[config.mk]
export PLATFORM = sky130hd
export DESIGN_NAME = cal_uart_tx
export DESIGN_NICKNAME = d
export VERILOG_FILES = /design/src/rtl/cal_uart_tx.sv
export SDC_FILE = /design/constraint.sdc
export NUM_CORES = 1
export LEC_CHECK = 0
export BUFFER_PORTS_ARGS = -buffer_cell sky130_fd_sc_hd__buf_4
export CAP_MARGIN = 5
export CELL_PAD_IN_SITES_DETAIL_PLACEMENT = 0
export CELL_PAD_IN_SITES_GLOBAL_PLACEMENT = 1
export CORE_MARGIN = 5
export CORE_UTILIZATION = 45
export DETAILED_ROUTE_END_ITERATION = 7
export PLACE_DENSITY_LB_ADDON = 0.08
export SLEW_MARGIN = 20
export SYNTH_ARGS = -nofsm -noshare
export SYNTH_HDL_FRONTEND = slang
export SYNTH_SLANG_ARGS = --single-unit
export TNS_END_PERCENT = 10
[constraint.sdc]
create_clock -name clk -period 4.5 [get_ports clk]
set_input_delay 0.9 -clock clk [delete_from_list [all_inputs] [get_ports clk]]
set_output_delay 0.9 -clock clk [all_outputs]
set_load 0.03 [all_outputs]
[src/rtl/cal_uart_tx.sv]
// rtl/cal_uart_tx.sv - FIFO-fed UART transmitter, 8N1 or 8E1 when CAL_UART_PARITY_EN is defined
// Frames leave back-to-back while the FIFO holds data; uart_txd is registered and idles high.
module cal_uart_tx #(
    parameter int CLK_SPEED_MHZ = 250,
    parameter int BAUD_RATE     = 115200,
    parameter int FIFO_DEPTH    = 16
) (
    input  logic                        clk,
    input  logic                        rst,
    input  logic [7:0]                  din,
    input  logic                        din_valid,
    output logic                        din_ready,
    output logic                        uart_txd,
    output logic                        busy,
    output logic [$clog2(FIFO_DEPTH):0] fifo_level
);
    localparam int CLKS_PER_BIT = (CLK_SPEED_MHZ * 1_000_000 + BAUD_RATE / 2) / BAUD_RATE;
    localparam int CNT_W        = (CLKS_PER_BIT > 1) ? $clog2(CLKS_PER_BIT) : 1;
    localparam int AW           = $clog2(FIFO_DEPTH);
    localparam int LW           = AW + 1;
    localparam logic [CNT_W-1:0] CNT_LAST = CNT_W'(CLKS_PER_BIT - 1);
    localparam logic [LW-1:0]    LVL_FULL = LW'(FIFO_DEPTH);

`ifdef CAL_UART_PARITY_EN
    typedef enum logic [2:0] {IDLE, START, DATA, PARITY, STOP} state_t;
`else
    typedef enum logic [1:0] {IDLE, START, DATA, STOP} state_t;
`endif

    state_t           r_state;
    logic [CNT_W-1:0] r_baud_cnt;
    logic [2:0]       r_bit_idx;
    logic [7:0]       r_shift;
    logic             r_txd;
    logic [7:0]       r_mem [FIFO_DEPTH];
    logic [AW-1:0]    r_wr_ptr;
    logic [AW-1:0]    r_rd_ptr;
    logic [LW-1:0]    r_level;
`ifdef CAL_UART_PARITY_EN
    logic             r_parity;
`endif

    state_t           w_state_nxt;
    logic [CNT_W-1:0] w_cnt_nxt;
    logic [2:0]       w_idx_nxt;
    logic [7:0]       w_shift_nxt;
    logic             w_txd_nxt;
    logic             w_pop;
    logic             w_push;
    logic             w_bit_done;
    logic             w_fifo_nempty;
    logic [7:0]       w_rd_data;

    assign w_bit_done    = (r_baud_cnt == CNT_LAST);
    assign w_fifo_nempty = (r_level != '0);
    assign w_rd_data     = r_mem[r_rd_ptr];
    assign w_push        = din_valid & din_ready;
    assign din_ready     = (r_level != LVL_FULL);
    assign busy          = (r_state != IDLE) | w_fifo_nempty;
    assign uart_txd      = r_txd;
    assign fifo_level    = r_level;

    always_comb begin
        w_state_nxt = r_state;
        w_cnt_nxt   = w_bit_done ? '0 : r_baud_cnt + 1'b1;
        w_idx_nxt   = r_bit_idx;
        w_shift_nxt = r_shift;
        w_txd_nxt   = r_txd;
        w_pop       = 1'b0;
        case (r_state)
            IDLE: begin
                w_cnt_nxt = '0;
                w_txd_nxt = 1'b1;
                if (w_fifo_nempty) begin
                    w_pop       = 1'b1;
                    w_shift_nxt = w_rd_data;
                    w_txd_nxt   = 1'b0;
                    w_state_nxt = START;
                end
            end
            START: begin
                if (w_bit_done) begin
                    w_state_nxt = DATA;
                    w_idx_nxt   = 3'd0;
                    w_txd_nxt   = r_shift[0];
                end
            end
            DATA: begin
                // The line always shows shift[0], so the next bit is shift[1] before the shift lands.
                if (w_bit_done) begin
                    w_shift_nxt = {1'b0, r_shift[7:1]};
                    w_idx_nxt   = r_bit_idx + 3'd1;
                    w_txd_nxt   = r_shift[1];
                    if (r_bit_idx == 3'd7) begin
`ifdef CAL_UART_PARITY_EN
                        w_state_nxt = PARITY;
                        w_txd_nxt   = r_parity;
`else
                        w_state_nxt = STOP;
                        w_txd_nxt   = 1'b1;
`endif
                    end
                end
            end
`ifdef CAL_UART_PARITY_EN
            PARITY: begin
                if (w_bit_done) begin
                    w_state_nxt = STOP;
                    w_txd_nxt   = 1'b1;
                end
            end
`endif
            STOP: begin
                if (w_bit_done) begin
                    if (w_fifo_nempty) begin
                        w_pop       = 1'b1;
                        w_shift_nxt = w_rd_data;
                        w_txd_nxt   = 1'b0;
                        w_state_nxt = START;
                    end else begin
                        w_txd_nxt   = 1'b1;
                        w_state_nxt = IDLE;
                    end
                end
            end
            default: begin
                w_txd_nxt   = 1'b1;
                w_state_nxt = IDLE;
            end
        endcase
    end

    always_ff @(posedge clk) begin
        if (rst) begin
            r_state    <= IDLE;
            r_baud_cnt <= '0;
            r_bit_idx  <= '0;
            r_shift    <= '0;
            r_txd      <= 1'b1;
        end else begin
            r_state    <= w_state_nxt;
            r_baud_cnt <= w_cnt_nxt;
            r_bit_idx  <= w_idx_nxt;
            r_shift    <= w_shift_nxt;
            r_txd      <= w_txd_nxt;
        end
    end

`ifdef CAL_UART_PARITY_EN
    // Parity is captured at pop time because the shifter is consumed during DATA.
    always_ff @(posedge clk) begin
        if (rst) begin
            r_parity <= 1'b0;
        end else if (w_pop) begin
            r_parity <= ^w_rd_data;
        end
    end
`endif

    always_ff @(posedge clk) begin
        if (w_push) begin
            r_mem[r_wr_ptr] <= din;
        end
    end

    always_ff @(posedge clk) begin
        if (rst) begin
            r_wr_ptr <= '0;
            r_rd_ptr <= '0;
            r_level  <= '0;
        end else begin
            if (w_push) begin
                r_wr_ptr <= r_wr_ptr + 1'b1;
            end
            if (w_pop) begin
                r_rd_ptr <= r_rd_ptr + 1'b1;
            end
            if (w_push && !w_pop) begin
                r_level <= r_level + 1'b1;
            end else if (w_pop && !w_push) begin
                r_level <= r_level - 1'b1;
            end
        end
    end
endmodule
==> results of run 1 <==
[sequential cells by signal (all words and copies together), names as in the netlist, named ones only]
| name | cells |
|---|---|
| r_mem | 128 |
| r_baud_cnt | 12 |
| r_shift | 8 |
| fifo_level | 5 |
| r_rd_ptr | 4 |
| r_wr_ptr | 4 |
| r_bit_idx | 3 |
| r_state | 2 |
| uart_txd | 1 |
[report_power, final]
group,internal [mW],switching [mW],total [mW]
clock network,0.840,0.646,1.49
logic,0.537,0.692,1.23
registers,1.81,0.124,1.94
[final timing paths]
| path | end | slack (ns) | start | cells past startpoint |
|---|---|---|---|---|
| hold / removal | r_shift[7] | 0.46 | r_shift[7] | 2 |
| hold reg to reg | r_shift[7] | 0.46 | r_shift[7] | 2 |
| setup / recovery | fifo_level[4] | 1.29 | r_state[1] | 13 |
| setup reg to reg | fifo_level[4] | 1.29 | r_state[1] | 13 |
[through the flow]
step	hold slack, ns	setup WS [ns]	utilization
after floorplan	0.4286	1.466	-
after global placement	0.4396	1.369	0.4735
after detailed placement	0.4466	1.294	0.4735
after CTS	0.4571	1.273	0.5113
after global routing	0.4746	1.050	0.5113
final	0.4556	1.286	0.5113
[cell type report]
class / count / area share
Inverter: 14 / 0.006470
Tap cell: 216 / 0.03327
Clock inverter: 15 / 0.02172
Multi-Input combinational cell: 283 / 0.2847
Sequential cell: 171 / 0.5793
Timing Repair Buffer: 24 / 0.02218
Clock buffer: 17 / 0.05237
[worst max-delay path, delay by kind of cell (launching register included)]
family	cells	cell delay, ns
xor gates and xnor gates	1	0.14
AOI/OAI and AO/OA	2	0.35
and+or+nand+nor	4	0.94
buffers and inverters	3	0.33
DFF	1	0.42
adders and majority gates	3	0.92
[cell usage in the layout, fill, tap and decap left out, types with 3 or more instances in the layout]
| cell | count |
|---|---|
| xor2_1 | 10 |
| mux4_1 | 3 |
| nor2_1 | 60 |
| a221oi_1 | 5 |
| a22oi_1 | 3 |
| o21ai_0 | 3 |
| nor3_1 | 6 |
| o211ai_1 | 3 |
| a31oi_1 | 8 |
| a221oi_2 | 5 |
| nand3_1 | 5 |
| or3_1 | 3 |
| and2_1 | 3 |
| mux2i_1 | 26 |
| inv_1 | 14 |
| edfxtp_1 | 128 |
| nand2_1 | 32 |
| inv_6 | 5 |
| a32oi_1 | 3 |
| o21ai_1 | 7 |
| buf_4 | 24 |
| mux4_2 | 19 |
| clkinv_4 | 4 |
| clkbuf_16 | 17 |
| a21oi_1 | 13 |
| nor2b_1 | 4 |
| xnor2_1 | 9 |
| dfxtp_1 | 42 |
| nand4_1 | 5 |
| ha_1 | 19 |
| inv_8 | 3 |
[kinds of logic after synthesis]
group | count (synthesis) | share of synthesized area
flip-flops | 171 | 0.6473
AND/OR/NAND/NOR | 133 | 0.08590
AO/OA/AOI/OAI | 62 | 0.06679
multiplexers | 49 | 0.1071
buffers and inverters | 38 | 0.03460
adder cells (fa/ha/maj) | 20 | 0.03546
XOR/XNOR | 19 | 0.02290
[per-layer routing]
layer,global-route usage,wire length [um]
met3,0.04265,451
met1,0.2336,6799
met4,0.04102,141
met5,0,0
met2,0.2646,6888
==> metrics.md, run 1 <==
| Metric | Value |
|---|---|
| Initial Utilization | `0.4575` |
| Critical Path RT | `4.80 ns` |
| Port bufs | `18` |
| RSZ-0062 raised after global routing | `false` |
| Crit. End Element | `flip-flop` |
| Longest Clk Path Bufs | `2` |
| Final instance area | `8123 sq um` |
| CTS Sinks | `171` |
| FFs w/ async S/R, synth | `0` |
| GRT overflow | `0` |
| Pwr Density | `572.5 nW/um^2` |
| Final hold vios | `0` |
| Area leader, netlist | `edfxtp_1` |
| Max Cap Violations | `0` |
| Area occupied by multi-input gates | `2312 sq um` |
| Via count | `3,896` |
| Initial antenna violation count | `1` |
| Worst Path Class, Setup | `reg -> reg` |
| Clock Tree Root | `clkbuf_16` |
| Minimum clock period | `3.214 ns` |
| Number of CTS-inserted buffers | `17` |
| Dominant cells by area after synthesis | `edfxtp_1 53%, dfxtp_1 12%, mux4_2 5.9%, mux2i_1 3.6%, ha_1 3.3%` |
| Hold Crit Class | `reg -> reg` |
| Register area share after synthesis | `0.6473` |
| Layout cells sized above 1 | `0.1775` |
| Crit-path max FO | `8` |
| Post-CTS Hold Buffers | `0` |
| Layout Skew | `0.008017 ns` |
| Syn nets | `523` |
| Register area | `4706 sq um` |
| DRC Markers | `0` |
| Top-count cell post-synth | `edfxtp_1` |
| YS warnings | `0` |
| Slew Viols, Final | `0` |
| CTS tree | `yes` |
| ANT nets after route | `0` |
| Slew @ Worst Pin | `1.018 ns` |
| Final period utilization | `0.7143` |
| Post-synth EDFFs | `128` |
| Core area | `15,890 sq um` |
| I/O pins | `19` |
| Post-cts resize count | `0` |
| Syn_area_per_cell | `14.77 sq um` |
| Filler cell count | `1,408` |
| Vias per std cell | `5.265` |
| Synthesis-to-finish area growth | `11.76%` |
| Finished Layout Cells | `740` |
| GRT Total Usage | `0.1675` |
| Slowest Stage Delay on Critical Path | `0.44 ns` |
| First-pass GRT wire length | `22,940 um` |
| Critical Path AT | `3.52 ns` |
| Post-DP HPWL | `9602 um` |
| Cells along the critical path | `inv_1 > ha_1 > nor3_2 > inv_1 > ha_1 > inv_1 > ha_1 > nor2b_1 > o21a_1 > or3_1 > a21oi_1 > xnor2_1 > nor2_1` |
| Final-report setup violation count | `0` |
| Main synth FF type | `edfxtp_1` |
| Most frequent cells after synthesis | `128 x edfxtp_1, 60 x nor2_1, 43 x dfxtp_1` |
| Post-Syn Area | `7268 sq um` |
| Cell Rows | `46` |
| Cells after Synth | `492` |
| Drt wl/cell | `19.30 um` |
| Leak | `2.718 nW` |
| First-pass DRT Iterations | `4` |
| Post-CTS Repair Setup Buffers | `0` |
| Clk Latency, worst-skew pair | `0.42 ns` |
| Ant diodes | `0` |
| Overall Power | `4.650 mW` |
| Peak supply drop | `0.0002982 V` |
| Setup TNS | `0 ns` |
| Placed instance area | `7521 sq um` |
| Total routed wirelength | `14,280 um` |
| # nets final | `542` |
| 1st-iter DRT viols | `247` |
| Register bit total from synthesis | `171` |
| Pin count of the biggest net entering global routing | `26` |
| Cell variety after synth | `57` |
| Worst setup SP type | `flip-flop` |
| Slowest cell on the critical path | `nor3_2` |
| Synth top area share | `0.5288` |
| Dpl cells | `708` |
| Reg clk slew, reported paths | `0.07 ns` |
| Fmax | `0.3111 GHz` |
| Placer Congestion | `0.8311` |
| Outcome | `completed` |
| Chip height | `137.1 um` |
| Die ar. | `18,790 sq um` |
| Die width | `137.1 um` |
| H-tree depth | `4` |
| Slew HR | `0.3190` |
| Number of global-route vias before repair | `4,057` |
Power figures use the tool's default switching activity.
==> run 2, diff against run 1 <==
--- a/config.mk
+++ b/config.mk
@@ -5,12 +5,13 @@
 export SDC_FILE = /design/constraint.sdc
 export NUM_CORES = 1
 export LEC_CHECK = 0
+export ABC_AREA = 1
 export BUFFER_PORTS_ARGS = -buffer_cell sky130_fd_sc_hd__buf_4
 export CAP_MARGIN = 5
 export CELL_PAD_IN_SITES_DETAIL_PLACEMENT = 0
 export CELL_PAD_IN_SITES_GLOBAL_PLACEMENT = 1
 export CORE_MARGIN = 5
-export CORE_UTILIZATION = 45
+export CORE_UTILIZATION = 44
 export DETAILED_ROUTE_END_ITERATION = 7
 export PLACE_DENSITY_LB_ADDON = 0.08
 export SLEW_MARGIN = 20
==> constraint.sdc (replaced) <==
create_clock -name clk -period 2.7 [get_ports clk]
set_input_delay 0.54 -clock clk [delete_from_list [all_inputs] [get_ports clk]]
set_output_delay 0.54 -clock clk [all_outputs]
set_load 0.03 [all_outputs]
==> run 2 against run 1 <==
Against the previous run:
- global-route usage up 1.4 points
- clock skew is essentially flat
- critical path type unchanged
- register-to-register slack worse by 1.0 ns
- first-iteration DRC count increased by 41%
- critical path depth grew 4
- sequential power is 62% higher
- sequential cell count is the same
- sequential share of layout area decreased by 4.0 points
- critical endpoint unchanged
- count of clock-buffer cells in the layout rose by 2
==> metrics.md, run 2 <==
| Metric | Value |
|---|---|
| Outcome | `completed` |
| Post-synthesis simple-gate area fraction | `0.2289` |
| Met3 global-route usage | `0.03495` |
| Placed instance area | `8138 sq um` |
| Longest Clk Path Bufs | `2` |
| Final worst slack | `0.2400 ns` |
| Slew @ Worst Pin | `0.7914 ns` |
| Cells after Synth | `796` |
| Layout cells sized above 1 | `0.1234` |
| First-pass GRT wire length | `28,160 um` |
| Largest family of logic cells by synthesized area | `simple AND/OR/NAND/NOR gates` |
| Register area | `4711 sq um` |
| Ant diodes | `0` |
| Reg2reg start | `r_state[1]` |
| Post-Synth Adder-Cell Area | `0.03365` |
| Hold slack final | `0.4319 ns` |
| Slew Viols, Final | `0` |
| Post-Syn Area | `7659 sq um` |
| RSZ-0062 raised after global routing | `false` |
| Hold Crit Class | `in -> reg` |
| Synth Area in XOR/XNOR | `0.006862` |
| Hold-critical path endpoint | `r_mem[9][7]` |
| CTS Sinks | `171` |
| Core area | `17,180 sq um` |
| Number of global-route vias before repair | `5,196` |
| 1st-iter DRT viols | `348` |
| Worst Path Class, Setup | `reg -> reg` |
| Layout Skew | `0.007838 ns` |
| Pin count of the biggest net entering global routing | `69` |
| # nets final | `862` |
| Area occupied by multi-input gates | `2459 sq um` |
| Post-synth EDFFs | `128` |
| Area leader, netlist | `edfxtp_1` |
| Clk Latency, worst-skew pair | `0.42 ns` |
| Final period utilization | `0.9111` |
| I/O pins | `19` |
| Chip height | `141.9 um` |
| Critical Path RT | `3.01 ns` |
| Post-CTS Hold Buffers | `0` |
| Via count | `5,326` |
| Max Cap Violations | `0` |
| Slew HR | `0.4724` |
| Syn_area_per_cell | `9.621 sq um` |
| Die width | `141.9 um` |
| Filler cell count | `1,597` |
| Most frequent cells in the layout | `227 x nand2_1, 128 x edfxtp_1, 96 x nand3_1` |
| Placer Congestion | `0.7818` |
| Clock Tree Root | `clkbuf_16` |
| ANT nets after route | `0` |
| Register bit total from synthesis | `171` |
| Met2 GRT Util | `0.2978` |
| Worst hold path startpoint | `din[7]` |
| Final hold vios | `0` |
| Most flops, register | `r_mem` |
| Synth top area share | `0.5019` |
| Total routed wirelength | `17,220 um` |
| Die ar. | `20,140 sq um` |
| Synthesis-to-finish area growth | `14.07%` |
| Most frequent cells after synthesis | `228 x nand2_1, 128 x edfxtp_1, 97 x inv_1` |
| Compound-Gate Fraction of Synth Area | `0.04689` |
| GRT overflow | `0` |
| Final-report setup violation count | `0` |
| Top-count cell post-synth | `nand2_1` |
| Busiest grt layer | `met2` |
| Syn nets | `827` |
| Cell variety after synth | `39` |
| Pwr Density | `886.4 nW/um^2` |
| Port bufs | `18` |
| Register area share after synthesis | `0.6143` |
| Met1 usage | `0.2494` |
| Initial Utilization | `0.4459` |
| Dpl cells | `1,037` |
| Worst setup SP type | `flip-flop` |
| Initial antenna violation count | `0` |
| Slowest Stage Delay on Critical Path | `0.36 ns` |
| Main synth FF type | `edfxtp_1` |
| Reg clk slew, reported paths | `0.06 ns` |
| Post-DP HPWL | `11,180 um` |
| Slowest cell on the critical path | `dfxtp_4` |
| Leak | `3.569 nW` |
| Post-CTS Repair Setup Buffers | `0` |
| Overall Power | `7.744 mW` |
| Biggest regs | `r_mem (128), r_baud_cnt (12), r_shift (8)` |
| Crit-path max FO | `5` |
| Critical Path AT | `2.77 ns` |
| Finished Layout Cells | `1,068` |
| Drt wl/cell | `16.12 um` |
| CTS tree | `yes` |
| DRC Markers | `0` |
| Final instance area | `8736 sq um` |
| Flop-to-flop setup slack | `0.24 ns` |
| H-tree depth | `4` |
| Most common cell on crit path | `nand2_1` |
| Cell Rows | `48` |
| Dominant cells by area after synthesis | `edfxtp_1 50%, dfxtp_1 11%, nand2_1 11%, nand3_1 6.3%, inv_1 4.8%` |
| Peak supply drop | `0.0005010 V` |
| Largest register FFs | `128` |
| First-pass DRT Iterations | `6` |
| Fmax | `0.4065 GHz` |
| Vias per std cell | `4.987` |
| Commonest non-fill, non-tap cell in the layout | `nand2_1` |
| Minimum clock period | `2.460 ns` |
| Number of CTS-inserted buffers | `17` |
| YS warnings | `0` |
| Cells along the critical path | `inv_2 > ha_1 > inv_1 > nand2_1 > a21oi_2 > nand2_2 > ha_4 > inv_2 > ha_4 > nand2_1 > nand2_1 > a21oi_2 > nor2_1 > nor2_1 > nand2_1 > o21ai_0 > nor2_1` |
| GRT Total Usage | `0.1811` |
| Reg2reg end | `fifo_level[4]` |
| FFs w/ async S/R, synth | `0` |
| Hold path cells | `1` |
| Mux cell area share after synthesis | `0` |
| Pre-CTS setup slack | `-0.01712 ns` |
| Worst R2R Path Depth | `17` |
| Crit. End Element | `flip-flop` |
-- run 2: area by class of cell --
class                      count  area share
multi-input combinational    493      0.2814
sequential                   171      0.5392
tap                          225     0.03223
clock inverter                12     0.01418
timing repair buffer          46     0.03953
clock buffer                  19     0.04956
inverter                     102     0.04383
-- run 2: kinds of logic (layout without fill, tap and decap cells) --
logic type / after synthesis / count (layout)
simple gates: 405 / 405
flops: 171 / 171
buf+inv: 132 / 179
compound gates: 62 / 62
fa+ha+maj: 20 / 20
xor+xnor: 6 / 6
-- run 2: worst max path at each step --
stage                    endpoint          start
global route        fifo_level[4]     r_state[1]
finish              fifo_level[4]     r_state[1]
detailed placement  fifo_level[4]     r_state[1]
CTS                 fifo_level[4]     r_state[1]
floorplan           fifo_level[4]  fifo_level[1]
global placement    fifo_level[4]     r_state[1]
-- run 2: layer usage --
metal  routed length, um  up-vias
li1                    -     2674
met1                7964     2535
met2                8322      103
met3                 722       14
met4                 207        0
met5                   0        -
-- run 2: per-stage QoR --
stage	utilization	TNS (ns)
global placement	0.4738	0
floorplan	-	0
finish	0.5086	0
CTS	0.5065	0
detailed placement	0.4738	-0.01712
global route	0.5086	0
-- run 2: timing repair --
item                                    in CTS  in global routing
gates resized for setup                      2                 10
endpoints found under the setup margin       1                  1
cloned                                       0                  0
pin swaps                                    0                  3
-- run 2: worst max-delay path, delay by kind of cell, from the launching register on --
kind,cells,cell delay (ns)
flops,1,0.36
simple gates,8,0.64
compound gates,3,0.45
fa+ha+maj,3,0.67
buf+inv,3,0.21
-- run 2: where the power goes --
group	internal, mW	switching (mW)	leakage, nW
registers	3.02	0.118	1.51
logic	0.802	1.47	1.79
clock network	1.35	0.981	0.270
==> run 3, diff against run 2 <==
--- a/config.mk
+++ b/config.mk
@@ -10,7 +10,7 @@
 export CAP_MARGIN = 5
 export CELL_PAD_IN_SITES_DETAIL_PLACEMENT = 0
 export CELL_PAD_IN_SITES_GLOBAL_PLACEMENT = 1
-export CORE_MARGIN = 5
+export CORE_MARGIN = 8
 export CORE_UTILIZATION = 44
 export DETAILED_ROUTE_END_ITERATION = 7
 export PLACE_DENSITY_LB_ADDON = 0.08
==> constraint.sdc (replaced) <==
create_clock -name clk -period 2.7 [get_ports clk]
set_input_delay 0.405 -clock clk [delete_from_list [all_inputs] [get_ports clk]]
set_output_delay 0.405 -clock clk [all_outputs]
set_load 0.03 [all_outputs]
==> run 3 against run 2 <==
Against the previous run:
- via count is 0.43% lower
- largest power group unchanged
- non-clock buffer count fell by 1
- count of clock-buffer cells in the layout shrank 1
- combinational power is essentially flat
- sequential cell count unchanged
- routed wire length rose by 0.65%
- register-to-register slack got worse by 0.07 ns
- sequential share of layout area up 0.13 points
- hold slack got worse by 0.13 ns
- sequential power hardly changed
==> metrics.md, run 3 (same netlist as run 2, synthesis figures left out) <==
| Metric | Value |
|---|---|
| Ant diodes | `0` |
| Slew Viols, Final | `0` |
| Hold Crit Class | `in -> reg` |
| Commonest non-fill, non-tap cell in the layout | `nand2_1` |
| Synthesis-to-finish area growth | `13.71%` |
| Die ar. | `21,880 sq um` |
| I/O pins | `19` |
| 1st-iter DRT viols | `324` |
| Fmax | `0.3946 GHz` |
| First-pass DRT Iterations | `4` |
| Most flops, register | `r_mem` |
| Final hold vios | `0` |
| Drt wl/cell | `16.24 um` |
| Reg clk slew, reported paths | `0.06 ns` |
| Flop-to-flop setup slack | `0.17 ns` |
| Post-DP HPWL | `11,070 um` |
| Final period utilization | `0.9386` |
| Overall Power | `7.718 mW` |
| Dpl cells | `1,035` |
| Worst Path Class, Setup | `reg -> reg` |
| Most frequent cells in the layout | `227 x nand2_1, 128 x edfxtp_1, 96 x nand3_1` |
| Critical Path RT | `3.01 ns` |
| Post-CTS Hold Buffers | `0` |
| First-pass GRT wire length | `27,760 um` |
| Largest register FFs | `128` |
| Final design utilization | `0.5070` |
| Critical Path AT | `2.84 ns` |
| Final-report setup violation count | `0` |
| Clk Latency, worst-skew pair | `0.42 ns` |
| Worst setup SP type | `flip-flop` |
| Reg2reg start | `r_state[0]` |
| Port bufs | `18` |
| Worst Setup EP | `fifo_level[4]` |
| Layout Skew | `0.008214 ns` |
| Longest Clk Path Bufs | `2` |
| Reg2reg end | `fifo_level[4]` |
| Initial Utilization | `0.4459` |
| CTS Sinks | `171` |
| Biggest regs | `r_mem (128), r_baud_cnt (12), r_shift (8)` |
| Die width | `147.9 um` |
| Worst R2R Path Depth | `17` |
| DRC Markers | `0` |
| Core area | `17,180 sq um` |
| GRT overflow | `0` |
| Placer Congestion | `0.7817` |
| Crit-path max FO | `4` |
| Number of CTS-inserted buffers | `17` |
| Layout cells sized above 1 | `0.1188` |
| Number of global-route vias before repair | `5,170` |
| Clock Tree Root | `clkbuf_16` |
| Leak | `3.572 nW` |
| CTS tree | `yes` |
| GRT Total Usage | `0.1661` |
| Slew HR | `0.4841` |
| Via count | `5,303` |
| Chip height | `147.9 um` |
| Pin count of the biggest net entering global routing | `69` |
| Minimum clock period | `2.534 ns` |
| Total routed wirelength | `17,330 um` |
| Max Cap Violations | `0` |
| ANT nets after route | `0` |
| Slew @ Worst Pin | `0.7738 ns` |
| Vias per std cell | `4.970` |
| Peak supply drop | `0.0005369 V` |
| Hold path cells | `2` |
| Cell Rows | `48` |
| Crit path from | `r_state[0]` |
| Outcome | `completed` |
| Hold slack final | `0.3019 ns` |
| # nets final | `861` |
| Initial antenna violation count | `0` |
| H-tree depth | `4` |
| Crit. End Element | `flip-flop` |
| Pwr Density | `886.3 nW/um^2` |
| Finished Layout Cells | `1,067` |
run 3: metrics by stage:
step,setup slack (ns),instance area (sq um),TNS [ns]
after floorplan,0.04939,7659,0
after global placement,0.1019,8135,0
after detailed placement,0.01163,8135,0
after CTS,0.01229,8691,0
after global routing,-0.02426,8708,-0.02426
final,0.1659,8708,0
run 3: cell type report:
class	count	area, sq um
Clock buffer	18	429.2
Clock inverter	13	126.4
Fill cell	1655	8468
Inverter	102	382.9
Multi-Input combinational cell	493	2431
Sequential cell	171	4707
Tap cell	225	281.5
Timing Repair Buffer	45	350.3
run 3: per-layer routing:
| metal | up-vias | part of all wire | global-route usage |
|---|---|---|---|
| met5 | - | 0 | 0 |
| li1 | 2679 | - | - |
| met1 | 2531 | 0.48 | 0.2210 |
| met2 | 77 | 0.47 | 0.2642 |
| met4 | 0 | 0.019 | 0.06680 |
| met3 | 16 | 0.030 | 0.02935 |
run 3: timing repair:
action                                  CTS  global route
endpoints found under the setup margin    0             2
setup buffers                             0             1
resized for setup                         0             7
run 3: critical path: stages, from the launching register on:
cell     delay (ns)
dfxtp_1        0.36
inv_2          0.07
ha_1           0.30
inv_1          0.07
nand2_1        0.08
a21oi_2        0.16
nand2_2        0.09
ha_2           0.22
inv_2          0.08
ha_1           0.26
nand2_1        0.09
nand2_1        0.07
a21oi_2        0.15
nor2_1         0.05
nor2_1         0.12
nand2_1        0.06
o21ai_0        0.14
nor2_1         0.05
run 3: power breakdown:
group	switching [mW]	internal, mW	total, mW
sequential	0.113	3.02	3.13
clock	0.967	1.35	2.32
combinational	1.49	0.786	2.27
total	2.57	5.15	7.72
run 3: worst min path at each step:
stage | startpoint | end | slack [ns]
4_1_cts | rst | r_shift[6] | 0.28
3_5_place_dp | r_baud_cnt[0] | r_baud_cnt[0] | 0.46
6_report | rst | r_shift[6] | 0.30
3_3_place_gp | r_baud_cnt[0] | r_baud_cnt[0] | 0.45
2_1_floorplan | r_baud_cnt[0] | r_baud_cnt[0] | 0.43
5_1_grt | rst | r_shift[6] | 0.30
